--- config.mk ---
export PLATFORM = sky130hd
export DESIGN_NAME = vram_write_arbiter_flat
export DESIGN_NICKNAME = d
export VERILOG_FILES = /design/src/rtl/vram_write_arbiter_if.sv /design/src/rtl/vram_write_arbiter.sv /design/src/flat_wrapper.sv
export SDC_FILE = /design/constraint.sdc
export NUM_CORES = 1
export LEC_CHECK = 0
export CELL_PAD_IN_SITES_DETAIL_PLACEMENT = 0
export CELL_PAD_IN_SITES_GLOBAL_PLACEMENT = 1
export CORE_MARGIN = 1.5
export CORE_UTILIZATION = 34
export DETAILED_ROUTE_END_ITERATION = 12
export PLACE_DENSITY_LB_ADDON = 0.1
export SYNTH_ARGS = -nofsm -noshare
export SYNTH_HDL_FRONTEND = slang
export SYNTH_SLANG_ARGS = --single-unit
--- constraint.sdc ---
create_clock -name CK_i -period 2.42 [get_ports CK_i]
set_input_delay 0.242 -clock CK_i [delete_from_list [all_inputs] [get_ports CK_i]]
set_output_delay 0.242 -clock CK_i [all_outputs]
set_load 0.01 [all_outputs]
--- src/rtl/vram_write_arbiter_if.sv ---
// Bus bundle between the VRAM write arbiter and its requesters / the CHR_GEN write port.
// The requesting side (CPU bus, test top) uses master; the arbiter uses slave.
interface vram_write_arbiter_if #(
    parameter int C_AW = 10,
    parameter int C_DW = 8
);
    logic            CK_EE_i;
    logic            BLANK_i;
    logic            CPU_REQ_i;
    logic [C_AW-1:0] CPU_WAs_i;
    logic [C_DW-1:0] CPU_WDs_i;
    logic            CPU_ACK_o;
    logic            FILL_START_i;
    logic            FILL_ABORT_i;
    logic [C_DW-1:0] FILL_DATs_i;
    logic            FILL_INC_i;
    logic            FILL_BUSY_o;
    logic            FILL_DONE_o;
    logic [C_AW-1:0] VRAM_WAs_o;
    logic [C_DW-1:0] VRAM_WDs_o;
    logic            VRAM_WE_o;

    modport master (
        output CK_EE_i, BLANK_i, CPU_REQ_i, CPU_WAs_i, CPU_WDs_i,
               FILL_START_i, FILL_ABORT_i, FILL_DATs_i, FILL_INC_i,
        input  CPU_ACK_o, FILL_BUSY_o, FILL_DONE_o,
               VRAM_WAs_o, VRAM_WDs_o, VRAM_WE_o
    );

    modport slave (
        input  CK_EE_i, BLANK_i, CPU_REQ_i, CPU_WAs_i, CPU_WDs_i,
               FILL_START_i, FILL_ABORT_i, FILL_DATs_i, FILL_INC_i,
        output CPU_ACK_o, FILL_BUSY_o, FILL_DONE_o,
               VRAM_WAs_o, VRAM_WDs_o, VRAM_WE_o
    );
endinterface

--- src/rtl/vram_write_arbiter.sv ---
// Arbitrates the CHR_GEN VRAM write port between a CPU requester and a clear/pattern
// fill engine; writes land only on CK_EE slots (optionally blanking-only) to avoid tearing.
module vram_write_arbiter #(
    parameter int C_AW         = 10,
    parameter int C_DW         = 8,
    parameter int C_DEPTH      = 1024,
    parameter int C_BLANK_ONLY = 1
) (
    input  logic                  CK_i,
    input  logic                  SRST_i,
    vram_write_arbiter_if.slave   bus
);

    typedef enum logic [1:0] {
        S_IDLE = 2'd0,
        S_FILL = 2'd1,
        S_DONE = 2'd2
    } state_t;

    localparam logic            LP_ANY_SLOT = (C_BLANK_ONLY == 0);
    localparam logic [C_AW:0]   LP_LAST     = (C_AW + 1)'(C_DEPTH - 1);

    state_t          r_state;
    state_t          w_state_nxt;

    logic [C_AW:0]   r_addr;
    logic [C_DW-1:0] r_data;
    logic            r_inc;

    logic            r_busy;
    logic            r_done;
    logic            r_ack;
    logic            r_we;
    logic [C_AW-1:0] r_wa;
    logic [C_DW-1:0] r_wd;

    logic            w_slot;
    logic            w_cpu_grant;
    logic            w_fill_grant;
    logic            w_fill_last;
    logic            w_fill_load;

    // A pending ACK masks REQ for one cycle so a held request is not issued twice.
    assign w_slot       = bus.CK_EE_i & (bus.BLANK_i | LP_ANY_SLOT);
    assign w_cpu_grant  = w_slot & bus.CPU_REQ_i & ~r_ack;
    assign w_fill_grant = w_slot & ~w_cpu_grant & (r_state == S_FILL);
    assign w_fill_last  = (r_addr == LP_LAST);
    assign w_fill_load  = (r_state == S_IDLE) & bus.FILL_START_i & ~bus.FILL_ABORT_i;

    always_comb begin
        w_state_nxt = r_state;
        case (r_state)
            S_IDLE: begin
                if (w_fill_load) begin
                    w_state_nxt = S_FILL;
                end
            end
            S_FILL: begin
                if (bus.FILL_ABORT_i) begin
                    w_state_nxt = S_IDLE;
                end else if (w_fill_grant && w_fill_last) begin
                    w_state_nxt = S_DONE;
                end
            end
            S_DONE: begin
                w_state_nxt = S_IDLE;
            end
            default: begin
                w_state_nxt = S_IDLE;
            end
        endcase
    end

    always_ff @(posedge CK_i) begin
        if (SRST_i) begin
            r_state <= S_IDLE;
            r_busy  <= 1'b0;
            r_done  <= 1'b0;
            r_ack   <= 1'b0;
        end else begin
            r_state <= w_state_nxt;
            r_busy  <= (w_state_nxt == S_FILL);
            r_done  <= (r_state == S_DONE);
            r_ack   <= w_cpu_grant;
        end
    end

    always_ff @(posedge CK_i) begin
        if (SRST_i) begin
            r_addr <= '0;
            r_data <= '0;
            r_inc  <= 1'b0;
        end else if (w_fill_load) begin
            r_addr <= '0;
            r_data <= bus.FILL_DATs_i;
            r_inc  <= bus.FILL_INC_i;
        end else if (w_fill_grant) begin
            r_addr <= r_addr + 1'b1;
            r_data <= r_data + {{(C_DW-1){1'b0}}, r_inc};
        end
    end

    // Output port moves only on CK_EE so WE spans exactly one enable period per write.
    always_ff @(posedge CK_i) begin
        if (SRST_i) begin
            r_we <= 1'b0;
            r_wa <= '0;
            r_wd <= '0;
        end else if (bus.CK_EE_i) begin
            if (w_cpu_grant) begin
                r_we <= 1'b1;
                r_wa <= bus.CPU_WAs_i;
                r_wd <= bus.CPU_WDs_i;
            end else if (w_fill_grant) begin
                r_we <= 1'b1;
                r_wa <= r_addr[C_AW-1:0];
                r_wd <= r_data;
            end else begin
                r_we <= 1'b0;
            end
        end
    end

    assign bus.CPU_ACK_o   = r_ack;
    assign bus.FILL_BUSY_o = r_busy;
    assign bus.FILL_DONE_o = r_done;
    assign bus.VRAM_WE_o   = r_we;
    assign bus.VRAM_WAs_o  = r_wa;
    assign bus.VRAM_WDs_o  = r_wd;

endmodule
--- src/flat_wrapper.sv ---
// flat-port wrapper written by rule: the top's interface ports become plain ports
module vram_write_arbiter_flat 
#(
    parameter int C_AW         = 10,
    parameter int C_DW         = 8,
    parameter int C_DEPTH      = 1024,
    parameter int C_BLANK_ONLY = 1
)
  (CK_i, SRST_i, bus_CK_EE_i, bus_BLANK_i, bus_CPU_REQ_i, bus_CPU_WAs_i, bus_CPU_WDs_i, bus_FILL_START_i, bus_FILL_ABORT_i, bus_FILL_DATs_i, bus_FILL_INC_i, bus_CPU_ACK_o, bus_FILL_BUSY_o, bus_FILL_DONE_o, bus_VRAM_WAs_o, bus_VRAM_WDs_o, bus_VRAM_WE_o);
  vram_write_arbiter_if #(.C_AW(C_AW), .C_DW(C_DW)) bus_i ();
  input  logic CK_i;
  input  logic SRST_i;
  input wire logic [$bits(bus_i.CK_EE_i)-1:0] bus_CK_EE_i;
  input wire logic [$bits(bus_i.BLANK_i)-1:0] bus_BLANK_i;
  input wire logic [$bits(bus_i.CPU_REQ_i)-1:0] bus_CPU_REQ_i;
  input wire logic [$bits(bus_i.CPU_WAs_i)-1:0] bus_CPU_WAs_i;
  input wire logic [$bits(bus_i.CPU_WDs_i)-1:0] bus_CPU_WDs_i;
  input wire logic [$bits(bus_i.FILL_START_i)-1:0] bus_FILL_START_i;
  input wire logic [$bits(bus_i.FILL_ABORT_i)-1:0] bus_FILL_ABORT_i;
  input wire logic [$bits(bus_i.FILL_DATs_i)-1:0] bus_FILL_DATs_i;
  input wire logic [$bits(bus_i.FILL_INC_i)-1:0] bus_FILL_INC_i;
  output wire logic [$bits(bus_i.CPU_ACK_o)-1:0] bus_CPU_ACK_o;
  output wire logic [$bits(bus_i.FILL_BUSY_o)-1:0] bus_FILL_BUSY_o;
  output wire logic [$bits(bus_i.FILL_DONE_o)-1:0] bus_FILL_DONE_o;
  output wire logic [$bits(bus_i.VRAM_WAs_o)-1:0] bus_VRAM_WAs_o;
  output wire logic [$bits(bus_i.VRAM_WDs_o)-1:0] bus_VRAM_WDs_o;
  output wire logic [$bits(bus_i.VRAM_WE_o)-1:0] bus_VRAM_WE_o;
  assign bus_i.CK_EE_i = bus_CK_EE_i;
  assign bus_i.BLANK_i = bus_BLANK_i;
  assign bus_i.CPU_REQ_i = bus_CPU_REQ_i;
  assign bus_i.CPU_WAs_i = bus_CPU_WAs_i;
  assign bus_i.CPU_WDs_i = bus_CPU_WDs_i;
  assign bus_i.FILL_START_i = bus_FILL_START_i;
  assign bus_i.FILL_ABORT_i = bus_FILL_ABORT_i;
  assign bus_i.FILL_DATs_i = bus_FILL_DATs_i;
  assign bus_i.FILL_INC_i = bus_FILL_INC_i;
  assign bus_CPU_ACK_o = bus_i.CPU_ACK_o;
  assign bus_FILL_BUSY_o = bus_i.FILL_BUSY_o;
  assign bus_FILL_DONE_o = bus_i.FILL_DONE_o;
  assign bus_VRAM_WAs_o = bus_i.VRAM_WAs_o;
  assign bus_VRAM_WDs_o = bus_i.VRAM_WDs_o;
  assign bus_VRAM_WE_o = bus_i.VRAM_WE_o;
  vram_write_arbiter #(.C_AW(C_AW), .C_DW(C_DW), .C_DEPTH(C_DEPTH), .C_BLANK_ONLY(C_BLANK_ONLY)) u_core (.CK_i(CK_i), .SRST_i(SRST_i), .bus(bus_i));
endmodule
After elaboration in Yosys (flattened, before gate mapping)
Cells that the tools add are included.

Register bits after elaboration: 44. Input port bits: 34. Output and inout port bits: 22.

Add/subtract/negate cells: 2. Eq/ne operators: 4. Multiplexer cells: 12. Bitwise logic cells: 10. Reduce and logical (&&, ||, !) cells: 6.

Operators with widths (number): two-way mux 8 bit (4); two-way mux 10 bit (2); adder 11 x 1 -> 11 bit (second input constant) (1); == test 11 x 10 -> 1 bit (second input constant) (1); adder 8 x 1 -> 8 bit (1); bitwise AND 1 bit (7); two-way mux 2 bit (3); == test 2 x 1 -> 1 bit (second input constant) (2); case mux 2 bit (2 select lines) (1); nonzero test 2 bit (2); NOT 1 bit (3); == test 2 bit (second input constant) (1); zero test 2 bit (1); two-way mux 1 bit (2); AND reduction 2 bit (1); OR reduction 2 bit (1); logical AND 1 bit (1).

Depth between registers and ports, before layout
Gate-level depths: netlist (run 1).

Word-level depth: 11. Depth in mapped cells: 6. Gate-level depth less buffers: 6.

Least setup slack after synthesis (run 1)
No wires, ideal clock.

Path kind: register to register. From: register u_core.r_state[0]. To: register u_core.r_busy (netlist: u_core.bus.FILL_BUSY_o). Arrival: 1.706 ns. Required time: 2.303 ns. Slack: 0.598 ns. Stages on the path, launching flop included: 6. Buffers on the path: 1. Clock period less this slack: 1.822 ns. Path through: dfxtp_1 > nand4b_1 > or3_1 > buf_2 > or4_4 > o211a_1.

Cells in the longest elaborated chain, start to end: 7. Elaborated cells between the ends (all ways): 11. Classes of those cells: eq/ne: 2; mux: 4; bitwise: 3; reduce/logical: 2.

RTL lines: start: declaration (line vram_write_arbiter.sv:23) `state_t r_state;`; start signal: assignment (line vram_write_arbiter.sv:81) `r_state <= w_state_nxt;`; == test 2 x 1 -> 1 bit (line vram_write_arbiter.sv:46, vram_write_arbiter.sv:52); bitwise AND 1 bit (line vram_write_arbiter.sv:46) `assign w_fill_grant = w_slot & ~w_cpu_grant & (r_state == S_FILL);`; logical AND 1 bit (line vram_write_arbiter.sv:61) `end else if (w_fill_grant && w_fill_last) begin`; two-way mux 2 bit (line vram_write_arbiter.sv:61); two-way mux 2 bit (line vram_write_arbiter.sv:59) `if (bus.FILL_ABORT_i) begin`; case mux 2 bit (2 select lines) (*) (line vram_write_arbiter.sv:52) `case (r_state)`; == test 2 x 1 -> 1 bit (*) (line vram_write_arbiter.sv:82) `r_busy <= (w_state_nxt == S_FILL);`; end signal: assignment (line vram_write_arbiter.sv:82); end: declaration (line vram_write_arbiter.sv:30) `logic r_busy;`.

Mark *: on every way between the ends. The rest lies on a longest branch, timed or not. A chain may end at the register's enable or synchronous reset.

Final worst setup path (run 1)
From: input bus_CK_EE_i. To: register u_core.r_busy (netlist: u_core.bus.FILL_BUSY_o).

Cells in the longest elaborated chain, start to end: 11.

RTL lines: start: declaration (line flat_wrapper.sv:13) `input wire logic [$bits(bus_i.CK_EE_i)-1:0] bus_CK_EE_i;`; bitwise AND 1 bit (*) (line vram_write_arbiter.sv:44) `assign w_slot = bus.CK_EE_i & (bus.BLANK_i | LP_ANY_SLOT);`; bitwise AND 1 bit (2 in series) (line vram_write_arbiter.sv:45) `assign w_cpu_grant = w_slot & bus.CPU_REQ_i & ~r_ack;`; NOT 1 bit (line vram_write_arbiter.sv:46); bitwise AND 1 bit (*) (2 in series) (line vram_write_arbiter.sv:46); logical AND 1 bit (*) (line vram_write_arbiter.sv:61); two-way mux 2 bit (*) (line vram_write_arbiter.sv:61); two-way mux 2 bit (*) (line vram_write_arbiter.sv:59); case mux 2 bit (2 select lines) (*) (line vram_write_arbiter.sv:52); == test 2 x 1 -> 1 bit (*) (line vram_write_arbiter.sv:82).

Marked as above.

==> results of run 1 <==
[cell families (layout without fill, tap and decap cells)]
group | Yosys count | count (layout)
AO/OA/AOI/OAI | 22 | 22
XOR/XNOR | 8 | 8
adder cells (fa/ha/maj) | 3 | 3
buffers and inverters | 15 | 76
flip-flops | 44 | 44
AND/OR/NAND/NOR | 143 | 143
[synth_stat cells, types with 2 or more instances]
library cell / number / area, um^2
nor3b_1: 2 / 15.0
nor4b_1: 3 / 26.3
dfxtp_1: 44 / 881
nor2_1: 70 / 263
and3_1: 3 / 18.8
nand2_1: 8 / 30.0
a21oi_1: 5 / 25.0
nand3_1: 9 / 45.0
a2111oi_0: 2 / 17.5
nor3_1: 12 / 60.1
o211a_1: 3 / 30.0
a211oi_1: 3 / 22.5
xnor2_1: 8 / 70.1
or3_1: 3 / 18.8
clkbuf_1: 13 / 48.8
nor4_1: 24 / 150
o21ai_0: 2 / 10.0
nor2b_1: 2 / 12.5
ha_1: 3 / 37.5
[power groups by stage]
stage,Combinational (uW),Clock [uW],Sequential (uW)
floorplan,73.7,0,799
global placement,204,0,793
detailed placement,205,0,792
CTS,207,492,776
global route,224,533,781
finish,204,478,776
[state kept, by name, summed over array words and instances, names as in the netlist]
name and cells:
u_core.r_addr 11, u_core.bus.VRAM_WAs_o 10, u_core.bus.VRAM_WDs_o 8, u_core.r_data 8
u_core.r_state 2, u_core.bus.CPU_ACK_o 1, u_core.bus.FILL_BUSY_o 1, u_core.bus.FILL_DONE_o 1
u_core.bus.VRAM_WE_o 1, u_core.r_inc 1
[layout make-up]
type	count	area share, %
Multi-Input combinational cell	176	36.2
Clock buffer	8	3.37
Sequential cell	44	33.0
Inverter	1	0.141
Timing Repair Buffer	67	24.0
Tap cell	72	3.37
[worst max-delay path: cells and delay by family]
| kind | cells | cell delay [ns] |
|---|---|---|
| buffers and inverters | 1 | 0.54 |
| AND/OR/NAND/NOR | 3 | 1.06 |
| AO/OA/AOI/OAI | 1 | 0.15 |
[metal layers]
layer / vias to the layer above / routed length [um] / global-route usage [%]
met2: 44 / 2070 / 26.3
met4: 0 / 31 / 6.00
met5: - / 0 / 0
met1: 837 / 2760 / 26.3
met3: 2 / 249 / 5.18
li1: 949 / - / -
[metrics by stage]
| step | std cells | hold WS, ns |
|---|---|---|
| final | 368 | 0.470 |
| after global routing | 368 | 0.506 |
| after CTS | 368 | 0.476 |
| after detailed placement | 360 | 0.465 |
| after global placement | 360 | 0.460 |
| after floorplan | 235 | 0.378 |
[final timing paths]
path	from	to	slack, ns	depth (start not counted)
setup / recovery	bus_CK_EE_i	u_core.bus.FILL_BUSY_o	0.60	5
hold / removal	u_core.r_inc	u_core.r_inc	0.47	2
setup reg to reg	u_core.r_state[0]	u_core.bus.FILL_BUSY_o	0.63	4
hold reg to reg	u_core.r_inc	u_core.r_inc	0.47	2
==> flow_summary.yaml, run 1 <==
sta:
  min_period_ns: 1.82
  fin_setup_tns_ns: 0
  finalClockSkew_ns: 0.00745
  rsz0062_at_grt: "false"
  fmax_mhz: 550
  period_share_pct: 75.1
  maxSlewViolCount: 0
  tightest_slew_ns: 0.637
  relSlewSlack_pct: 57.4
  hold_viol: 0
  setup_slack_ns: 0.603
  setup_violations: 0
layout:
  final_util_pct: 49.1
  n_antenna_cell: 0
  final_cell_area_um2: 2670
  multi_input_area_um2: 966
  area_growth_pct: 40.3
  regArea_um2: 881
  final_cell_mix: "nor2_1 (70), clkdlybuf4s50_1 (55), dfxtp_1 (44)"
  drive_above_1_share_pct: 7.43
  layout_commonest_cell: "nor2_1"
  n_fill_cell: 563
  nets: 332
die:
  die_area_um2: 6060
  die_y_um: 77.8
  ios: 56
  start_util_pct: 35.0
  dieWidth_um: 77.8
  std_cell_rows: 27
  core_area_um2: 5440
clock_tree:
  cts_setup_buffers: 0
  clockBufferDepth: 2
  cts_sinks: 44
  cts_tree: "yes"
  cts_buffers: 5
  path_clk_slew_ns: 0.08
  htree_levels: 2
  cts_root_buf: "clkbuf_8"
  post_cts_resized: 0
  clk_latency_ns: 0.30
  postCtsHoldBufs: 0
power_and_ir_drop:
  leakagePower_uw: 0.00101
  p_clk_share_pct: 32.8
  swShare_pct: 24.2
  p_sw_uw: 352
  p_int_uw: 1110
  finalPower_uw: 1460
  powerDensity_nw_per_um2: 546
  p_seq_share_pct: 53.2
  vdd_ir_drop_max_uv: 274
  combinationalPowerShare_pct: 14.0
yosys:
  synth_edf_count: 0
  synth_top_family_by_area: "simple AND/OR/NAND/NOR gates"
  synthXorXnorAreaFrac_pct: 3.68
  syn_nets: 272
  ys_ff_latch: 44
  synth_flop_cell: "dfxtp_1"
  synth_simple_gate_area_share_pct: 36.5
  synthArstFlopShare_pct: 0
  synth_fa_ha_area_share_pct: 1.97
  ys_warn_count: 0
  syn_area_per_cell_um2: 8.10
  netlist_area_um2: 1900
  synthCells: 235
  ys_seq_area_share_pct: 46.3
  synthMuxAreaShare_pct: 0
  synth_cell_types: 35
  synth_compound_area_share_pct: 8.54
grt:
  grt_max_degree: 30
  overflow: 0
  grt_pass1_vias: 1820
  grt_pass1_wl_um: 8720
  antenna_found_initial: 0
  grt_use_total_pct: 18.4
setup_path:
  arrival_ns: 2.00
  crit_slowest_cell: "clkdlybuf4s50_1"
  path_max_fanout: 4
  cpPeakStageDelay_ns: 0.54
  critPathRequiredTime_ns: 2.61
  critical_path.cell_chain: "clkdlybuf4s50_1 -> nand4b_1 -> or3_1 -> or4_4 -> o211a_1"
  cp-end-kind: "flop"
  cp-start-kind: "input port"
  crit_type: "input port to flop"
place:
  hpwlAfterDp_um: 3510
  place.gp.congestion: 0.724
  portBuffers: 55
  placedInstanceArea_um2: 2580
  dpl_worst_slack_ns: 0.303
detailed_routing:
  vias: 1832
  routed_wl_um: 5110
  drt-initial-drc-count: 87
  wl_per_cell_um: 13.9
  drc: 0
  antenna_left: 0
  drt-pass1-iter-count: 4
  viasPerCell: 4.98
run_status:
  outcome: "complete, no violations"
flow_run:
  cap_violations: 0
hold_path:
  hp-class: "flop to flop"
No activity file was read; power rests on OpenSTA's default activity.
==> run 2: changes to the inputs <==
clock period = 1.9 ns   (was 2.42 ns; I/O delays follow)
==> run 2 against run 1 <==
Against the previous run: die area stayed put; hold slack worse by 0.038 ns; utilization is 1.4 points higher; worst setup slack worse by 0.47 ns; critical path depth stayed put; final cell count is 2.7% higher.
==> flow_summary.yaml, run 2 (synthesis gave the netlist of run 1 again) <==
layout:
  nets: 342
  largest_reg_flops: 11
  final_cell_area_um2: 2750
  layout_commonest_cell: "nor2_1"
  final_util_pct: 50.5
  area_growth_pct: 44.3
  drive_above_1_share_pct: 11.1
  top_register: "u_core.r_addr"
  n_antenna_cell: 0
  final_cell_mix: "nor2_1 (70), clkdlybuf4s50_1 (55), dfxtp_1 (44)"
die:
  std_cell_rows: 27
  dieWidth_um: 77.8
  ios: 56
  start_util_pct: 35.0
  core_area_um2: 5440
  die_area_um2: 6060
  die_y_um: 77.8
grt:
  grt_max_degree: 20
  antenna_found_initial: 0
  grt_use_total_pct: 17.6
  overflow: 0
  grt_pass1_wl_um: 8380
  grt_pass1_vias: 1751
place:
  placedInstanceArea_um2: 2660
  place.gp.congestion: 0.773
  portBuffers: 55
  hpwlAfterDp_um: 3540
setup_path:
  cp-end-kind: "flop"
  path_max_fanout: 4
  critPathRequiredTime_ns: 2.09
  arrival_ns: 1.95
  crit_type: "input port to flop"
  cp-start-kind: "input port"
detailed_routing:
  antenna_left: 0
  viasPerCell: 4.79
  drt-pass1-iter-count: 4
  drt-initial-drc-count: 74
  wl_per_cell_um: 13.0
  routed_wl_um: 4900
  drc: 0
  vias: 1809
sta:
  period_share_pct: 92.8
  rsz0062_at_grt: "false"
  maxSlewViolCount: 0
  fmax_mhz: 567
  fin_setup_tns_ns: 0
  setup_violations: 0
  relSlewSlack_pct: 74.6
  finalClockSkew_ns: 0.00754
  hold_viol: 0
  tightest_slew_ns: 0.375
  hold_slack_ns: 0.432
  min_period_ns: 1.76
clock_tree:
  cts_sinks: 44
  htree_levels: 2
  clockBufferDepth: 2
  cts_setup_buffers: 0
  cts_buffers: 5
  path_clk_slew_ns: 0.08
  clk_latency_ns: 0.30
  post_cts_resized: 0
  postCtsHoldBufs: 0
  cts_tree: "yes"
  cts_root_buf: "clkbuf_8"
power_and_ir_drop:
  finalPower_uw: 1860
  powerDensity_nw_per_um2: 678
  vdd_ir_drop_max_uv: 316
  leakagePower_uw: 0.00107
run_status:
  outcome: "complete, no violations"
hold_path:
  hp-class: "input port to flop"
flow_run:
  cap_violations: 0
run 2: area by class of cell:
| type | instances | area (um^2) |
|---|---|---|
| clock inverters | 2 | 10.0 |
| flip-flops and latches | 44 | 881 |
| clock buffers | 6 | 82.6 |
| multi-input cells | 176 | 966 |
| well taps | 72 | 90.1 |
| fillers | 563 | 2690 |
| inverters | 1 | 3.75 |
| repair buffers | 77 | 716 |
run 2: power by group:
group / internal (uW) / switching, uW / total, uW
logic: 161 / 111 / 272
clock network: 290 / 314 / 604
registers: 961 / 27.0 / 988
total: 1410 / 452 / 1860
run 2: layer usage:
metal | wire length [um] | GRT usage, %
met1 | 2700 | 26.9
met5 | 0 | 0
met2 | 1860 | 23.1
met3 | 263 | 4.12
met4 | 74 | 6.55
run 2: path summary, 6_finish.rpt:
check                                  startpoint                end  slack (ns)  depth (start not counted)
worst max register to register  u_core.r_state[0]  u_core.r_state[0]        0.16                          4
worst min-delay path               bus_FILL_INC_i       u_core.r_inc        0.43                          3
worst min register to register       u_core.r_inc       u_core.r_inc        0.47                          2
worst max-delay path                  bus_CK_EE_i  u_core.r_state[0]        0.14                          5
run 2: critical path, stage by stage:
cell and delay (ns):
clkdlybuf4s50_1 0.55, nand4b_1 0.13, or3_1 0.38, or4_4 0.55, o211a_1 0.15
run 2: through the flow:
step | std cells | setup slack [ns]
final | 378 | 0.137
after global routing | 378 | 0.0553
after CTS | 378 | 0.147
after detailed placement | 370 | -0.167
after global placement | 370 | -0.157
after floorplan | 235 | 0.0776
